$ cat src/rtl/bytestream_tx_arbiter_pkg.sv
// Shared sizing and FSM encoding for the bytestream transmit arbiter.
package bytestream_tx_arbiter_pkg;
    localparam int NUM_REQ = 4;
    localparam int GRANT_W = $clog2(NUM_REQ);
    localparam int WDOG_W  = 10;

    typedef enum logic {
        ST_IDLE   = 1'b0,
        ST_LOCKED = 1'b1
    } state_t;
endpackage

$ cat src/rtl/bytestream_tx_arbiter_rr_pick.sv
// Round-robin pick: first set request searching upward (with wrap) from last_grant+1.
module rr_pick
    import bytestream_tx_arbiter_pkg::*;
(
    input  logic [NUM_REQ-1:0] req,
    input  logic [GRANT_W-1:0] last_grant,
    output logic [GRANT_W-1:0] pick_idx,
    output logic               found
);
    logic [GRANT_W-1:0] cand;

    // Walk from farthest to nearest so the nearest candidate is assigned last and wins.
    always_comb begin
        pick_idx = last_grant;
        found    = 1'b0;
        cand     = '0;
        for (int k = NUM_REQ; k >= 1; k--) begin
            cand = GRANT_W'((int'(last_grant) + k) % NUM_REQ);
            if (req[cand]) begin
                pick_idx = cand;
                found    = 1'b1;
            end
        end
    end
endmodule

$ cat src/rtl/bytestream_tx_arbiter.sv
// Packet-locked round-robin arbiter feeding a UART bytestream transmit channel.
//   state     | meaning
//   ST_IDLE   | no owner; pick next requester, register grant
//   ST_LOCKED | granted requester streams bytes until last byte or watchdog release
module bytestream_tx_arbiter
    import bytestream_tx_arbiter_pkg::*;
#(
    parameter int NUM_REQ = 4,
    parameter int TIMEOUT = 1023
) (
    input  logic                 clk,
    input  logic                 reset,
    input  logic [NUM_REQ*8-1:0] req_data,
    input  logic [NUM_REQ-1:0]   req_valid,
    input  logic [NUM_REQ-1:0]   req_last,
    output logic [NUM_REQ-1:0]   req_consume,
    output logic [7:0]           bs_data_in,
    output logic                 bs_data_in_valid,
    input  logic                 bs_data_in_consume,
    output logic [GRANT_W-1:0]   grant_idx,
    output logic                 timeout_pulse
);
    state_t             state_q, state_d;
    logic [GRANT_W-1:0] grant_q, grant_d;
    logic [GRANT_W-1:0] last_grant_q, last_grant_d;
    logic [GRANT_W-1:0] pick_idx;
    logic               pick_found;
    logic [WDOG_W-1:0]  wdog_q, wdog_d, wdog_inc;
    logic               timeout_q, timeout_d;
    logic               locked;
    logic               gnt_valid;
    logic               gnt_last;

    rr_pick u_rr_pick (
        .req        (req_valid),
        .last_grant (last_grant_q),
        .pick_idx   (pick_idx),
        .found      (pick_found)
    );

    // Reset gates the datapath immediately so a packet in flight sees no more strobes.
    assign locked    = (state_q == ST_LOCKED) && !reset;
    assign gnt_valid = req_valid[grant_q];
    assign gnt_last  = req_last[grant_q];
    assign wdog_inc  = (wdog_q == '1) ? wdog_q : wdog_q + 1'b1;

    always_comb begin
        state_d      = state_q;
        grant_d      = grant_q;
        last_grant_d = last_grant_q;
        wdog_d       = wdog_q;
        timeout_d    = 1'b0;
        case (state_q)
            ST_IDLE: begin
                if (pick_found) begin
                    grant_d = pick_idx;
                    wdog_d  = '0;
                    state_d = ST_LOCKED;
                end
            end
            ST_LOCKED: begin
                if (bs_data_in_consume && gnt_last) begin
                    state_d      = ST_IDLE;
                    last_grant_d = grant_q;
                    wdog_d       = '0;
                end else if (gnt_valid) begin
                    wdog_d = '0;
                end else if (int'(wdog_inc) >= TIMEOUT) begin
                    state_d      = ST_IDLE;
                    last_grant_d = grant_q;
                    wdog_d       = '0;
                    timeout_d    = 1'b1;
                end else begin
                    wdog_d = wdog_inc;
                end
            end
            default: state_d = ST_IDLE;
        endcase
    end

    always_ff @(posedge clk) begin
        if (reset) begin
            state_q      <= ST_IDLE;
            grant_q      <= '0;
            last_grant_q <= GRANT_W'(NUM_REQ - 1);
            wdog_q       <= '0;
            timeout_q    <= 1'b0;
        end else begin
            state_q      <= state_d;
            grant_q      <= grant_d;
            last_grant_q <= last_grant_d;
            wdog_q       <= wdog_d;
            timeout_q    <= timeout_d;
        end
    end

    assign bs_data_in       = locked ? req_data[{grant_q, 3'b000} +: 8] : 8'h00;
    assign bs_data_in_valid = locked && gnt_valid;
    assign req_consume      = locked ? (NUM_REQ'(bs_data_in_consume) << grant_q) : '0;
    assign grant_idx        = grant_q;
    assign timeout_pulse    = timeout_q;
endmodule
$ cat config.mk
export PLATFORM = sky130hd
export DESIGN_NAME = bytestream_tx_arbiter
export DESIGN_NICKNAME = d
export VERILOG_FILES = /design/src/rtl/bytestream_tx_arbiter_pkg.sv /design/src/rtl/bytestream_tx_arbiter_rr_pick.sv /design/src/rtl/bytestream_tx_arbiter.sv
export SDC_FILE = /design/constraint.sdc
export NUM_CORES = 1
export LEC_CHECK = 0
export ABC_CLOCK_PERIOD_IN_PS = 2830
export BUFFER_PORTS_ARGS = -buffer_cell sky130_fd_sc_hd__buf_2
export CORE_ASPECT_RATIO = 1.2
export CORE_MARGIN = 4
export CORE_UTILIZATION = 48
export CTS_CLUSTER_SIZE = 28
export DETAILED_ROUTE_END_ITERATION = 8
export PLACE_DENSITY = 0.79
export REMOVE_ABC_BUFFERS = 1
export SYNTH_ARGS = -nofsm -noshare
export SYNTH_HDL_FRONTEND = slang
export SYNTH_HIERARCHICAL = 1
export SYNTH_SLANG_ARGS = --single-unit
$ cat constraint.sdc
create_clock -name clk -period 2.83 [get_ports clk]
set_input_delay 0.566 -clock clk [delete_from_list [all_inputs] [get_ports clk]]
set_output_delay 0.566 -clock clk [all_outputs]
set_load 0.005 [all_outputs]
## Word level (Yosys, flattened, before mapping)

Index checks and enable logic that the tools add are counted.

| word-level totals | value |
|---|---|
| register bits after elaboration | 16 |
| bits of input ports | 43 |
| output and inout port bits | 16 |
| logic and storage cells | 67 |

| cells by class | value |
|---|---|
| add/subtract/negate cells | 5 |
| magnitude comparators | 6 |
| eq/ne operators | 3 |
| shifts and indexed selects | 2 |
| muxes and demuxes | 37 |
| bitwise operators | 1 |
| reductions and logical operators | 8 |

Operators by type and width:

| cell | count |
|---|---|
| 10-bit 2-to-1 mux | 5 |
| 32-bit by 6-bit variable part select with 8-bit output | 1 |
| 10-bit case mux with 2 select lines | 1 |
| 2-bit by 3-bit < comparator with 1-bit output, second input constant | 5 |
| 1-bit 2-to-1 mux | 15 |
| 2-bit 2-to-1 mux | 7 |
| 1-bit binary-select mux with 2-bit select | 6 |
| 10-bit by 1-bit adder with 10-bit output, second input constant | 1 |
| 10-bit equality test, second input constant | 1 |
| 10-bit >= comparator, second input constant | 1 |
| 8-bit 2-to-1 mux | 1 |
| 2-bit by 1-bit adder with 2-bit output, second input constant | 2 |
| 2-bit adder, second input constant | 2 |
| 4-bit 2-to-1 mux | 1 |
| 4-bit OR reduction | 1 |
| 1-bit by 2-bit left shift with 4-bit output | 1 |
| 1-bit logical AND | 3 |
| 3-bit AND reduction | 1 |
| 2-bit by 1-bit != test with 1-bit output, second input constant | 1 |
| 2-bit != test, second input constant | 1 |
| 1-bit case mux with 2 select lines | 1 |
| 2-bit AND reduction | 1 |
| 2-bit nonzero test | 1 |
| 1-bit zero test | 1 |
| 1-bit NOT | 1 |

## Depth between registers and ports, before layout

| depth | value |
|---|---|
| depth after elaboration | 9 |
| mapped depth | 9 |

## Hierarchy

Netlist, hierarchy kept.

By module, submodules not included:

| module | times used | cells each | area an instance (um^2) | seq. area each (um^2) |
|---|---|---|---|---|
| bytestream_tx_arbiter | 1 | 150 | 1378.8 | 320.3 |
| rr_pick | 1 | 14 | 82.6 | 0.0 |

## Worst setup path after synthesis

OpenSTA, ideal clock, no wires.

| timing path | value |
|---|---|
| path kind | reg-to-reg |
| start point | reg wdog_q[0] |
| end point | reg wdog_q[8] |
| library setup time | 0.135 ns |
| arrival | 2.119 ns |
| slack | 0.576 ns |
| stages on the path, launching flop included | 10 |
| buffers on the path | 2 |
| period minus slack after synthesis | 2.254 ns |
| path through | dfxtp_1 ha_1 buf_2 nand4_4 or4b_4 a21oi_4 a31oi_4 buf_6 a21oi_2 nor3_2 |

| between the ends | value |
|---|---|
| longest elaborated chain between the ends | 7 |

Ends and longest elaborated chain:

| element | RTL line | text |
|---|---|---|
| start: declaration | bytestream_tx_arbiter.sv:28 | `logic [WDOG_W-1:0] wdog_q, wdog_d, wdog_inc;` |
| start signal: assignment | bytestream_tx_arbiter.sv:92 | `wdog_q <= wdog_d;` |
| 10-bit by 1-bit adder with 10-bit output or 10-bit equality test (tied branches) | bytestream_tx_arbiter.sv:45 | `assign wdog_inc = (wdog_q == '1) ? wdog_q : wdog_q + 1'b1;` |
| 10-bit 2-to-1 mux * | bytestream_tx_arbiter.sv:45 |  |
| 10-bit >= comparator | bytestream_tx_arbiter.sv:68 | `end else if (int'(wdog_inc) >= TIMEOUT) begin` |
| 10-bit 2-to-1 mux * | bytestream_tx_arbiter.sv:68 |  |
| 10-bit 2-to-1 mux * | bytestream_tx_arbiter.sv:66 | `end else if (gnt_valid) begin` |
| 10-bit 2-to-1 mux * | bytestream_tx_arbiter.sv:62 | `if (bs_data_in_consume && gnt_last) begin` |
| 10-bit case mux with 2 select lines * | bytestream_tx_arbiter.sv:53 | `case (state_q)` |

Every way passes the cells marked *; elsewhere a longest branch is shown, timed or not.
A chain may end at the register's enable or synchronous reset.

## Final worst setup path

| timing path | value |
|---|---|
| start point | reg wdog_q[0] |
| end point | reg wdog_q[3] |

Same word-level chain as after synthesis.

==> impl_metrics.ini <==
[run_status]
status = finished, final reports clean

[sta]
fmax_ghz = 0.402
period_needed_ns = 2.49
setup_ws_ns = 0.343
rsz0062_at_grt = no
tightest_slew_ns = 0.421
timing.final.crit_share = 0.879
hold_ws_ns = 0.558
maxSlewHeadroom = 0.719
slew_viol_final = 0
finalSetupViolations = 0
fin_skew_ns = 0.00632
fin_tns_setup_ns = 0
hold_viol_final = 0

[yosys]
netlist-cell-type-count = 44
synth_seq_area_share = 0.219
yosysWarnings = 6
synth_cells = 164
netlist_area_sq_mm = 0.00146
ys_seq_elements = 16
avgSynthCellArea_sq_um = 8.91

[cts]
postCtsSetupBuffers = 0
cts_tree = yes
clockBufferDepth = 2
clk_pin_slew_worst_paths_ns = 0.09
htreeDepth = 1
numClockSinks = 16
cts_buffers = 3
cts_hold_buf = 0
post_cts_resized = 0
clk_latency_ns = 0.29
clockRootBuffer = clkbuf_4

[grt]
antenna_found_initial = 0
grt_use_total = 0.184
grt_pass1_wl_um = 5840
grt-ovfl-total = 0
grt_pass1_vias = 1323
grt_max_degree = 18

[placement]
io_buffers = 58
post_dp_cell_area_sq_mm = 0.00178
routabilityCongestion = 0.921
dpl_worst_slack_ns = 0.367
hpwl_um = 2980

[detailed_routing]
met2_length_um = 1970
wl_um = 3740
met1_length_um = 1460
vias = 1488
dr.pass1.iters = 4
via_per_inst = 5.84
post_drt_wl_per_cell_um = 14.7
drt_iter0_markers = 58
routed.top_layer = met4
wl_met3_um = 295
ant_nets = 0
drc = 0

[critical_path]
criticalPathCategory = reg -> reg
critPathRequiredTime_ns = 3.01
worst_setup_path_start_kind = register
end_kind = register
cp.arrival_ns = 2.66
worst-path-max-fanout = 12

[die]
initial_core_util = 0.510
die_area_sq_mm = 0.00400
ios = 59
core_sq_mm = 0.00286
fp.dieW_um = 58.4
num_rows = 21
die_h_um = 68.4

[cells_and_area]
layout.nets = 266
final_common_cell = buf_2
finalInstanceArea_sq_mm = 0.00182
layout-drive-gt1-share = 0.452
syn_to_final_growth_pct = 24.2
diodes = 0
final_cell_mix = 58 x buf_2, 16 x dfxtp_1, 14 x nor2_1

[flow_run]
drv_cap = 0

[hold_path]
hold_path.class = reg -> reg

[pwr]
peakVddDrop_mv = 0.289
leakage_uw = 0.000746
pwr_density_cell_mw_per_mm2 = 315
cells in the mapped netlist (all sizes together):
cell | number | share of area
ha | 1 | 0.0086
nand4 | 5 | 0.032
o211ai | 1 | 0.0051
o2111ai | 1 | 0.0060
xor2 | 1 | 0.0060
or4 | 1 | 0.0051
nand2 | 9 | 0.023
dfxtp | 16 | 0.22
nor3 | 12 | 0.058
and4 | 1 | 0.0060
nand2b | 3 | 0.013
a211oi | 2 | 0.010
nor4b | 1 | 0.0060
inv | 6 | 0.015
a21oi | 16 | 0.086
a31oi | 4 | 0.027
mux2i | 5 | 0.034
and2 | 12 | 0.051
buf | 6 | 0.031
nand4b | 2 | 0.012
nor2 | 14 | 0.036
o2bb2ai | 1 | 0.0060
nand3b | 1 | 0.0051
or4b | 1 | 0.0094
nand3 | 8 | 0.034
o21ai | 5 | 0.020
and3 | 2 | 0.0086
mux4 | 10 | 0.15
o22ai | 3 | 0.013
nor2b | 3 | 0.013
clkbuf | 6 | 0.015
or3 | 1 | 0.0043
a221o | 3 | 0.021
a41oi | 1 | 0.0060
routing by layer:
metal,vias up,track usage
met2,51,0.335
met5,-,0
li1,735,-
met4,0,0.0435
met1,700,0.215
met3,2,0.0434
power by group:
part	switching [uW]	internal (uW)
registers	13.9	233
clock network	72.4	78.4
logic	78.0	96.8
critical path, stage by stage, from the launching register on:
cell and delay (ns):
dfxtp_1 0.46, ha_1 0.25, nand4_4 0.17, or4b_4 0.59, a21oi_4 0.20, a31oi_4 0.21
buf_4 0.23, a31oi_1 0.20, nor3_2 0.06
worst paths after layout:
check | startpoint | endpoint | slack (ns) | depth (start not counted)
hold reg to reg | wdog_q[1]$_SDFFE_PP0P_ | wdog_q[1]$_SDFFE_PP0P_ | 0.56 | 2
hold / removal | wdog_q[1]$_SDFFE_PP0P_ | wdog_q[1]$_SDFFE_PP0P_ | 0.56 | 2
setup / recovery | wdog_q[0]$_SDFFE_PP0P_ | wdog_q[3]$_SDFFE_PP0P_ | 0.34 | 8
setup reg to reg | wdog_q[0]$_SDFFE_PP0P_ | wdog_q[3]$_SDFFE_PP0P_ | 0.34 | 8
registers in the layout (all words and copies together), names as in the netlist:
name,count
grant_idx,2
wdog_q,10
state_q,1
timeout_pulse,1
last_grant_q,2
cell families (layout without fill, tap and decap cells):
group | count (synthesis) | count (layout) | share of synthesized area
flip-flops | 16 | 16 | 0.219
multiplexers | 15 | 15 | 0.188
adder cells (fa/ha/maj) | 1 | 1 | 0.00856
AO/OA/AOI/OAI | 37 | 37 | 0.199
XOR/XNOR | 1 | 1 | 0.00599
AND/OR/NAND/NOR | 76 | 76 | 0.317
buffers and inverters | 18 | 75 | 0.0616
layout make-up:
cell class | count | area (sq um)
well taps | 34 | 42.5
inverters | 6 | 22.5
fillers | 268 | 1050
flip-flops and latches | 16 | 320
repair buffers | 65 | 343
multi-input cells | 130 | 1050
clock buffers | 4 | 36.3
stage by stage:
step / total power [uW] / std cells / util
4_1_cts: 579 / 255 / 0.634
2_1_floorplan: 354 / 152 / -
5_1_grt: 607 / 255 / 0.634
3_3_place_gp: 424 / 251 / 0.621
6_report: 572 / 255 / 0.634
3_5_place_dp: 429 / 251 / 0.621
Power figures use the tool's default switching activity.
